### config.mk
export PLATFORM = sky130hd
export DESIGN_NAME = multisim_pull_buffer
export DESIGN_NICKNAME = d
export VERILOG_FILES = /design/src/rtl/multisim_pull_buffer.sv
export SDC_FILE = /design/constraint.sdc
export NUM_CORES = 1
export LEC_CHECK = 0
export BUFFER_PORTS_ARGS = -buffer_cell sky130_fd_sc_hd__buf_2
export CORE_MARGIN = 1.5
export CORE_UTILIZATION = 60
export DETAILED_ROUTE_END_ITERATION = 10
export PLACE_DENSITY = 0.91
export SLEW_MARGIN = 10
export SYNTH_ARGS = -nofsm -noshare
export SYNTH_HDL_FRONTEND = slang
export SYNTH_SLANG_ARGS = --single-unit
### constraint.sdc
create_clock -name clk -period 4.9 [get_ports clk]
set_clock_uncertainty 0.15 [all_clocks]
set_input_delay 0.98 -clock clk [delete_from_list [all_inputs] [get_ports clk]]
set_output_delay 0.98 -clock clk [all_outputs]
set_load 0.05 [all_outputs]
### src/rtl/multisim_pull_buffer.sv
// multisim_pull_buffer: DEPTH-entry registered FIFO between the pull server and its consumer.
// Define MULTISIM_PULL_BUFFER_STATS_EN to build the starve_cnt statistics counter.
module multisim_pull_buffer #(
    parameter int DATA_WIDTH = 64,
    parameter int DEPTH      = 4
) (
    input  logic                         clk,
    input  logic                         rst_n,
    input  logic                         in_vld,
    output logic                         in_rdy,
    input  logic [DATA_WIDTH-1:0]        in_data,
    output logic                         out_vld,
    input  logic                         out_rdy,
    output logic [DATA_WIDTH-1:0]        out_data,
    output logic [$clog2(DEPTH+1)-1:0]   level,
    output logic [31:0]                  starve_cnt
);

    localparam int PW = $clog2(DEPTH);
    localparam int LW = $clog2(DEPTH + 1);
    localparam logic [LW-1:0] FULL_LEVEL = LW'(DEPTH);

    logic [DATA_WIDTH-1:0] r_mem [DEPTH];
    logic [PW-1:0]         r_wr_ptr;
    logic [PW-1:0]         r_rd_ptr;
    logic [LW-1:0]         r_level;

    logic w_full;
    logic w_empty;
    logic w_push;
    logic w_pop;

    assign w_full   = (r_level == FULL_LEVEL);
    assign w_empty  = (r_level == '0);

    // Ready is gated by rst_n so nothing can be accepted while reset is held.
    assign in_rdy   = rst_n & ~w_full;
    assign out_vld  = ~w_empty;
    assign out_data = r_mem[r_rd_ptr];
    assign level    = r_level;

    assign w_push   = in_vld & in_rdy;
    assign w_pop    = out_vld & out_rdy;

    // Storage is deliberately not reset; level and pointers alone decide validity.
    always_ff @(posedge clk) begin
        if (w_push) begin
            r_mem[r_wr_ptr] <= in_data;
        end
    end

    always_ff @(posedge clk or negedge rst_n) begin
        if (!rst_n) begin
            r_wr_ptr <= '0;
            r_rd_ptr <= '0;
            r_level  <= '0;
        end else begin
            if (w_push) begin
                r_wr_ptr <= r_wr_ptr + PW'(1);
            end
            if (w_pop) begin
                r_rd_ptr <= r_rd_ptr + PW'(1);
            end
            case ({w_push, w_pop})
                2'b10:   r_level <= r_level + LW'(1);
                2'b01:   r_level <= r_level - LW'(1);
                default: r_level <= r_level;
            endcase
        end
    end

`ifdef MULTISIM_PULL_BUFFER_STATS_EN
    logic [31:0] r_starve_cnt;

    always_ff @(posedge clk or negedge rst_n) begin
        if (!rst_n) begin
            r_starve_cnt <= '0;
        end else if (out_rdy && w_empty && (r_starve_cnt != 32'hFFFF_FFFF)) begin
            r_starve_cnt <= r_starve_cnt + 32'd1;
        end
    end

    assign starve_cnt = r_starve_cnt;
`else
    assign starve_cnt = '0;
`endif

endmodule
# Word-level counts from Yosys, hierarchy flattened

Memories as Yosys holds them, arrays and structs flattened.
Index checks and enable logic that the tools add are counted.

Register bits: 7
Bits in writable memories: 256
Bits of input ports: 68
Output and inout port bits: 101
Memories kept: 1

Memories:

| name  | words | bits a word | rd ports | clocked after memory_dff | write ports | RTL line | text |
|---|---|---|---|---|---|---|---|
| r_mem | 4     | 64          | 1        | 0                        | 1           | 23       | `logic [DATA_WIDTH-1:0] r_mem [DEPTH];` |

$add $sub $neg: 4
Eq/ne operators: 3
Mux-type cells: 3
Bitwise gates (word level): 5
Reduce and logical (&&, ||, !) cells: 2

Operator list:

| operator                                                           | number |
|---|---|
| 3-bit one-hot mux with 2 select lines                              | 1 |
| 2-bit by 1-bit adder with 2-bit output, second input constant      | 2 |
| 3-bit by 1-bit adder with 3-bit output, second input constant      | 1 |
| 1-bit AND                                                          | 3 |
| 3-bit == test, second input constant                               | 1 |
| 3-bit logical NOT                                                  | 1 |
| 3-bit by 1-bit subtractor with 3-bit output, second input constant | 1 |
| 2-bit by 1-bit == test with 1-bit output, second input constant    | 1 |
| 2-bit == test, second input constant                               | 1 |
| 1-bit two-way mux                                                  | 2 |
| 1-bit inverter                                                     | 2 |
| 2-bit nonzero test                                                 | 1 |

# Logic depth before layout (Yosys ltp)

Gate-level depths: netlist (run 1).

Depth in word-level cells: 6
Mapped depth: 9
Depth with buffers taken out: 9

# Worst setup path before layout (run 1)

No wires, ideal clock.

Path kind: in2reg
Start: in in_vld
End: mem r_mem[0][0], enable pin
Setup time: 0.429 ns
Arrival: 2.799 ns
Required time: 4.321 ns
Slack: 1.523 ns
Stages: 3
Path buffers: 0
Path through: nand2_1 -> a21oi_2 -> and2_1

Word-level cells in the longest chain between the ends: 3

Ends and longest elaborated chain:

| element                                 | RTL line | text |
|---|---|---|
| from (decl)                             | 9        | `input logic in_vld,` |
| 1-bit AND                               | 42       | `assign w_push = in_vld & in_rdy;` |
| 1-bit two-way mux                       | 47       | `if (w_push) begin` |
| 1-bit two-way mux (not written as such) | 48       | `r_mem[r_wr_ptr] <= in_data;` |
| to (decl)                               | 23       |  |

Every way passes these cells.

# Worst setup path in the final report (run 1)

Start: reg r_rd_ptr[1]
End: out out_data[55]

Word-level cells in the longest chain between the ends: 1

Ends and longest elaborated chain:

| element                | RTL line | text |
|---|---|---|
| from (decl)            | 25       | `logic [PW-1:0] r_rd_ptr;` |
| from (signal assigned) | 62       | `r_rd_ptr <= r_rd_ptr + PW'(1);` |
| memory 4 x 64 bit      | n/a      |  |
| to (decl)              | 14       | `output logic [DATA_WIDTH-1:0] out_data,` |

Every way passes these cells.

==> metrics.txt, run 1 <==
effective utilization at floorplan 61.89%; Die Area approximately 17000 um2; CTS tree built; Max stage delay cell, worst path dfrtp_2; Final Cycle Share between 70% and 80%; max-slew violation count 0; CTS root buffer clkbuf_16; Die Ht ~130 um; VDD IR-drop max between 0.4 and 0.5 mV; Cell Rows 46; count leader, synth edfxtp_1; Layout Cells excl Fill 794; Post-Synth Simple-Gate Area less than 1%; post-layout minimum cycle time ~3.6 ns; number of buffers created by CTS 25; DR iter-0 viols 408; Post-synth ARST share under 10%; HPWL Detailed roughly 10 mm; TritonRoute pass-1 iters 5; Compound-Gate Fraction of Synth Area less than 1%; Max transition margin 34.32%; post-route cell area between 10000 and 15000 um2; gpl congestion between 0.6 and 0.7; Hold Crit Class input pin to async pin; setup TNS 0 ns; Setup Fix Bufs, Post-CTS 0; pre-CTS setup slack between 1.5 and 2 ns; Syn Area/Cell 24.39 um2; area growth from synthesis to layout 16.60%; global-route wire length before repair 26.84 mm; final core occ about 72%; unrepaired setup endpoints after global routing no; Max Fanout on Critical Path 32; mux contribution to synthesized area 14.77%; post-cts resize count 0; xor and xnor area share after synthesis less than 1%; share of the synthesized area in the top cell type a little under 80%; CP endpoint kind output pin; Post-synth EDFFs approximately 260; Max Cap Viol 0; initial antenna violation count 1; crit-path cells buf_4, mux4_2, buf_2; CP Class flop to output pin; setup violators final 0; ys flop type edfxtp_1; Placed Cells about 750; Synth cell types 22; synthesized-area fraction occupied by adder cells less than 1%; Post-CTS Hold Fix Bufs 0; deepest clock path buffer count 3; actual slew at the worst max-slew pin between 0.9 and 1 ns; clock sink total approximately 260; Fmax around 270 MHz; largest net degree at the start of global routing 65; setup ws final approximately 1.3 ns; Core ar. around 16000 um2; synth top area cells edfxtp_1 (78%), mux4_2 (15%), buf_4 (2.6%), dfrtp_1 (1.8%), ha_1 (0.63%); Die Wd between 100 and 150 um; post-synth top area cell edfxtp_1; Vias approximately 4400; ratio of cells with drive above 1 in the final layout around 44%; startpoint types flop; IO Pins about 170; total gr overflow 0; status completed; Fill cells about 950; main combinational cell family by area after synthesis multiplexers; DRC 0; PwrDens between 600 and 700 nW/um2; Post-Synthesis Cell Area slightly below 10000 um2; Final #Nets ~630; Final Hold Viols 0; vias in the first global route roughly 4700; placement-stage cell area between 10000 and 15000 um2; cell count after synthesis 406; port buffer count 136; Via density ~5.6; Avg WL per Cell about 22 um; Leakage Power ~4.0 nW; H-tree level count 1; Crit path largest cell delay just under 0.9 ns; Clock Latency Late Sink around 0.51 ns; Req. time, crit path between 3 and 4 ns; FF+latch count, synth ~260; gr usage total 20.68%; Post-DRT Antenna Nets 0; Power Total 7.652 mW; YS warnings 0; Arrival @ worst endpoint roughly 2.5 ns; worst hold slack about 0.16 ns; CTS clk-pin slew, worst paths 0.06 ns; most frequent cells after synthesis edfxtp_1 (256), mux4_2 (64), buf_4 (34); Total Wirelength 17.57 mm; sequential fraction of the synthesis area about four fifths
metal layers:
metal	up-vias	track usage (%)	share of wire [%]
li1	1922	-	-
met1	2312	27.63	39
met2	179	35.64	53
met3	24	4.244	6.2
met4	0	4.877	1.5
met5	-	0	0
path summary, 6_finish.rpt:
path,endpoint,slack [ns],cells after the start,from
worst min register to register,level[2]$_DFFE_PN0P_,0.44,1,level[2]$_DFFE_PN0P_
worst max-delay path,out_data[55],1.25,3,r_rd_ptr[1]$_DFFE_PN0P_
worst min-delay path,level[0]$_DFFE_PN0P_,0.16,1,rst_n
min in group clk,level[2]$_DFFE_PN0P_,0.44,1,level[2]$_DFFE_PN0P_
worst max register to register,r_mem[3][22]$_DFFE_PP_,2.54,3,level[0]$_DFFE_PN0P_
max in group asynchronous,r_rd_ptr[0]$_DFFE_PN0P_,4.25,1,rst_n
report_power, final:
group / total, mW / internal (mW) / switching, mW
clock: 1.99 / 1.20 / 0.784
sequential: 2.95 / 2.75 / 0.193
combinational: 2.72 / 0.823 / 1.89
logic make-up after synthesis:
| group | Yosys count |
|---|---|
| flops | 263 |
| mux | 66 |
| buf+inv | 52 |
| simple gates | 9 |
| fa+ha+maj | 6 |
| xor+xnor | 6 |
| compound gates | 3 |
| other cells | 1 |
flip-flops by register name (all words and copies together), names as in the netlist:
| signal | cells |
|---|---|
| r_mem | 256 |
| r_wr_ptr | 2 |
| r_rd_ptr | 2 |
| level | 3 |
final cells by class:
type / count / area [um2] / share of cell area [%]
Antenna cell: 2 / 5.005 / 0.04334
Inverter: 6 / 22.52 / 0.1950
Timing Repair Buffer: 139 / 715.7 / 6.198
Clock buffer: 30 / 684.4 / 5.927
Clock inverter: 16 / 182.7 / 1.582
Tap cell: 216 / 270.3 / 2.340
Multi-Input combinational cell: 122 / 1799 / 15.58
Sequential cell: 263 / 7868 / 68.13
layout by cell type, fill, tap and decap left out, types with 2 or more instances in the layout:
| cell | netlist | final |
|---|---|---|
| edfxtp_1 | 256 | 256 |
| buf_2 | 6 | 136 |
| mux4_2 | 64 | 64 |
| conb_1 | 1 | 32 |
| clkbuf_16 | 0 | 25 |
| inv_1 | 6 | 6 |
| clkinv_2 | 0 | 6 |
| ha_1 | 5 | 5 |
| dfrtp_1 | 7 | 5 |
| and2_4 | 0 | 4 |
| clkinv_1 | 0 | 4 |
| bufinv_16 | 0 | 4 |
| clkbuf_8 | 0 | 4 |
| xnor2_1 | 3 | 3 |
| xor2_1 | 3 | 3 |
| diode_2 | 0 | 2 |
| nor2_1 | 2 | 2 |
| nand2_1 | 2 | 2 |
| buf_4 | 34 | 2 |
critical path: cells and delay by family, from the launching register on:
kind	cells	cell delay [ns]
DFF	1	0.88
buffers and inverters	2	0.70
muxes	1	0.40
Power figures use the tool's default switching activity.
==> run 2: changes to the inputs <==
--- a/config.mk
+++ b/config.mk
@@ -7,9 +7,9 @@
 export LEC_CHECK = 0
 export BUFFER_PORTS_ARGS = -buffer_cell sky130_fd_sc_hd__buf_2
 export CORE_MARGIN = 1.5
-export CORE_UTILIZATION = 60
+export CORE_UTILIZATION = 56
 export DETAILED_ROUTE_END_ITERATION = 10
-export PLACE_DENSITY = 0.91
+export PLACE_DENSITY = 0.87
 export SLEW_MARGIN = 10
 export SYNTH_ARGS = -nofsm -noshare
 export SYNTH_HDL_FRONTEND = slang
==> constraint.sdc (replaced) <==
create_clock -name clk -period 3.58 [get_ports clk]
set_clock_uncertainty 0.15 [all_clocks]
set_input_delay 0.716 -clock clk [delete_from_list [all_inputs] [get_ports clk]]
set_output_delay 0.716 -clock clk [all_outputs]
set_load 0.05 [all_outputs]
==> metrics.txt, run 2 (synthesis gave the netlist of run 1 again) <==
status completed; port buffer count 136 (unchanged); CTS tree built; Core ar. 17300 um2 (+8.1%); vias in the first global route 4701 (+0.15%); deepest clock path buffer count 3 (unchanged); CTS root buffer clkbuf_16; ratio of cells with drive above 1 in the final layout 43.01% (-0.74 points); TritonRoute pass-1 iters 4 (-1); Die Ht 136.0 um (+3.4%); Fmax ~300 MHz; Via density 5.501 (-1.6%); Placed Cells 760 (+1.9%); total gr overflow 0 (unchanged); Final Cycle Share between 90% and 100%; setup ws final 0.2745 ns (-0.9777 ns); Total Wirelength 17.18 mm (-2.2%); Leakage Power 4.033 nW (about the same); DRC 0 (unchanged); Hold Crit Class input pin to flop; WP buf/inv 2 (unchanged); setup TNS 0 ns (unchanged); most frequent cells in the layout edfxtp_1 (256), buf_2 (136), mux4_2 (64); Die Wd 136.0 um (+3.4%); setup violators final 0 (unchanged); PwrDens 890.7 nW/um2 (+34%); Fill cells 1114 (+18%); Vias 4423 (-0.32%); clock sink total 263 (unchanged); CTS clk-pin slew, worst paths 0.06 ns (about the same); largest net degree at the start of global routing 40 (-38%); CP endpoint kind output pin; effective utilization at floorplan 57.26% (-4.6 points); Clock Latency Late Sink 0.50 ns (about the same); Req. time, crit path 2.71 ns (-1.06 ns); Layout Cells excl Fill 804 (+1.3%); Cell Rows 48 (+4.3%); global-route wire length before repair 26.21 mm (-2.4%); Max Cap Viol 0 (unchanged); most common cell after layout, fill and taps aside edfxtp_1; Arrival @ worst endpoint 2.44 ns (-0.08 ns); gpl congestion 0.6927 (+3.3%); post-layout minimum cycle time around 3.3 ns; Final #Nets 637 (+0.95%); Final Hold Viols 0 (unchanged); initial antenna violation count 1 (unchanged); area growth from synthesis to layout 16.94%; max reg flops 256 (unchanged); Setup Fix Bufs, Post-CTS 0 (unchanged); DR iter-0 viols 257 (-37%); gr usage total 19.04% (-1.6 points); Avg WL per Cell 21.37 um (-3.4%); number of buffers created by CTS 25 (unchanged); crit-path cells buf_12, mux4_2, buf_2; Crit path largest cell delay 0.82 ns (-0.06 ns); Max stage delay cell, worst path dfrtp_4; CP Class flop to output pin; CP delay by family, top flip-flops; H-tree level count 1 (unchanged); pre-CTS setup slack 0.7465 ns (-1.016 ns); Post-DRT Antenna Nets 0 (unchanged); Max Fanout on Critical Path 31 (-3.1%); n_diodes 0 (-2); HPWL Detailed 10.66 mm (+3.9%); Storage cell area 7870 um2 (about the same); startpoint types flop; max-slew violation count 0 (unchanged); worst hold slack 0.2725 ns (+0.1152 ns); unrepaired setup endpoints after global routing no; VDD IR-drop max 0.5926 mV (+26%); Max transition margin 59.13% (+25 points); Die Area 18490 um2 (+7.0%); final core occ 66.96% (-5.2 points); Biggest register r_mem; IO Pins 169 (unchanged); area of the multi-input gates 1799 um2 (unchanged); actual slew at the worst max-slew pin 0.6130 ns (-0.3722 ns)
## run 2: cell count changes in the layout (fill, tap and decap cells not counted), sizes merged
| cell | delta |
|---|---|
| clkinv | -1 |
| bufinv | -1 |
| inv | -1 |
| dlygate4sd3 | +1 |
| buf | +5 |
| diode | -2 |
## run 2: worst reg2reg max path, delay by kind of cell (launching register included)
family	cells	cell delay [ns]
AO/OA/AOI/OAI	1	0.37
flip-flops	1	0.43
buffers and inverters	1	0.31
AND/OR/NAND/NOR	2	0.64
## run 2: worst paths after layout
check                                        start                      end  slack [ns]  cells past startpoint
min reg2reg                   level[0]$_DFFE_PN0P_     level[0]$_DFFE_PN0P_        0.42                      1
max                        r_rd_ptr[0]$_DFFE_PN0P_             out_data[52]        0.27                      3
min in group asynchronous                    rst_n  r_rd_ptr[1]$_DFFE_PN0P_        0.44                      2
max in group asynchronous                    rst_n  r_rd_ptr[0]$_DFFE_PN0P_        2.63                      2
max reg2reg                   level[0]$_DFFE_PN0P_   r_mem[0][10]$_DFFE_PP_        1.33                      4
min                                     in_data[0]    r_mem[1][0]$_DFFE_PP_        0.27                      1
## run 2: metrics by stage
step	area [um2]	power [mW]
3_3_place_gp	10790	7.809
2_1_floorplan	10020	7.099
5_1_grt	11580	10.71
3_5_place_dp	10790	7.902
4_1_cts	11580	10.43
6_report	11580	10.32
## run 2: layer usage
| layer | vias up | routed length, um | global-route usage, % |
|---|---|---|---|
| li1 | 1934 | - | - |
| met1 | 2302 | 6959 | 25.41 |
| met2 | 156 | 8829 | 32.71 |
| met3 | 29 | 1135 | 4.139 |
| met4 | 2 | 242 | 4.255 |
| met5 | - | 13 | 0 |
## run 2: where the power goes
part | switching (mW) | total, mW | internal, mW
logic | 2.59 | 3.76 | 1.17
registers | 0.267 | 4.03 | 3.76
clock network | 1.04 | 2.53 | 1.49
total | 3.89 | 10.3 | 6.43
## run 2: cell type report
type                            count  area share (%)
Multi-Input combinational cell    122           15.54
Tap cell                          225           2.431
Timing Repair Buffer              145           7.131
Clock buffer                       30           5.564
Clock inverter                     13           1.188
Sequential cell                   263           67.96
Inverter                            6          0.1945
## run 2: timing repair
item | in CTS | in global routing
resized for setup | 0 | 0
endpoints found under the setup margin | 0 | 0
hold buffers | 1 | 0
endpoints found under the hold margin | 7 | 0
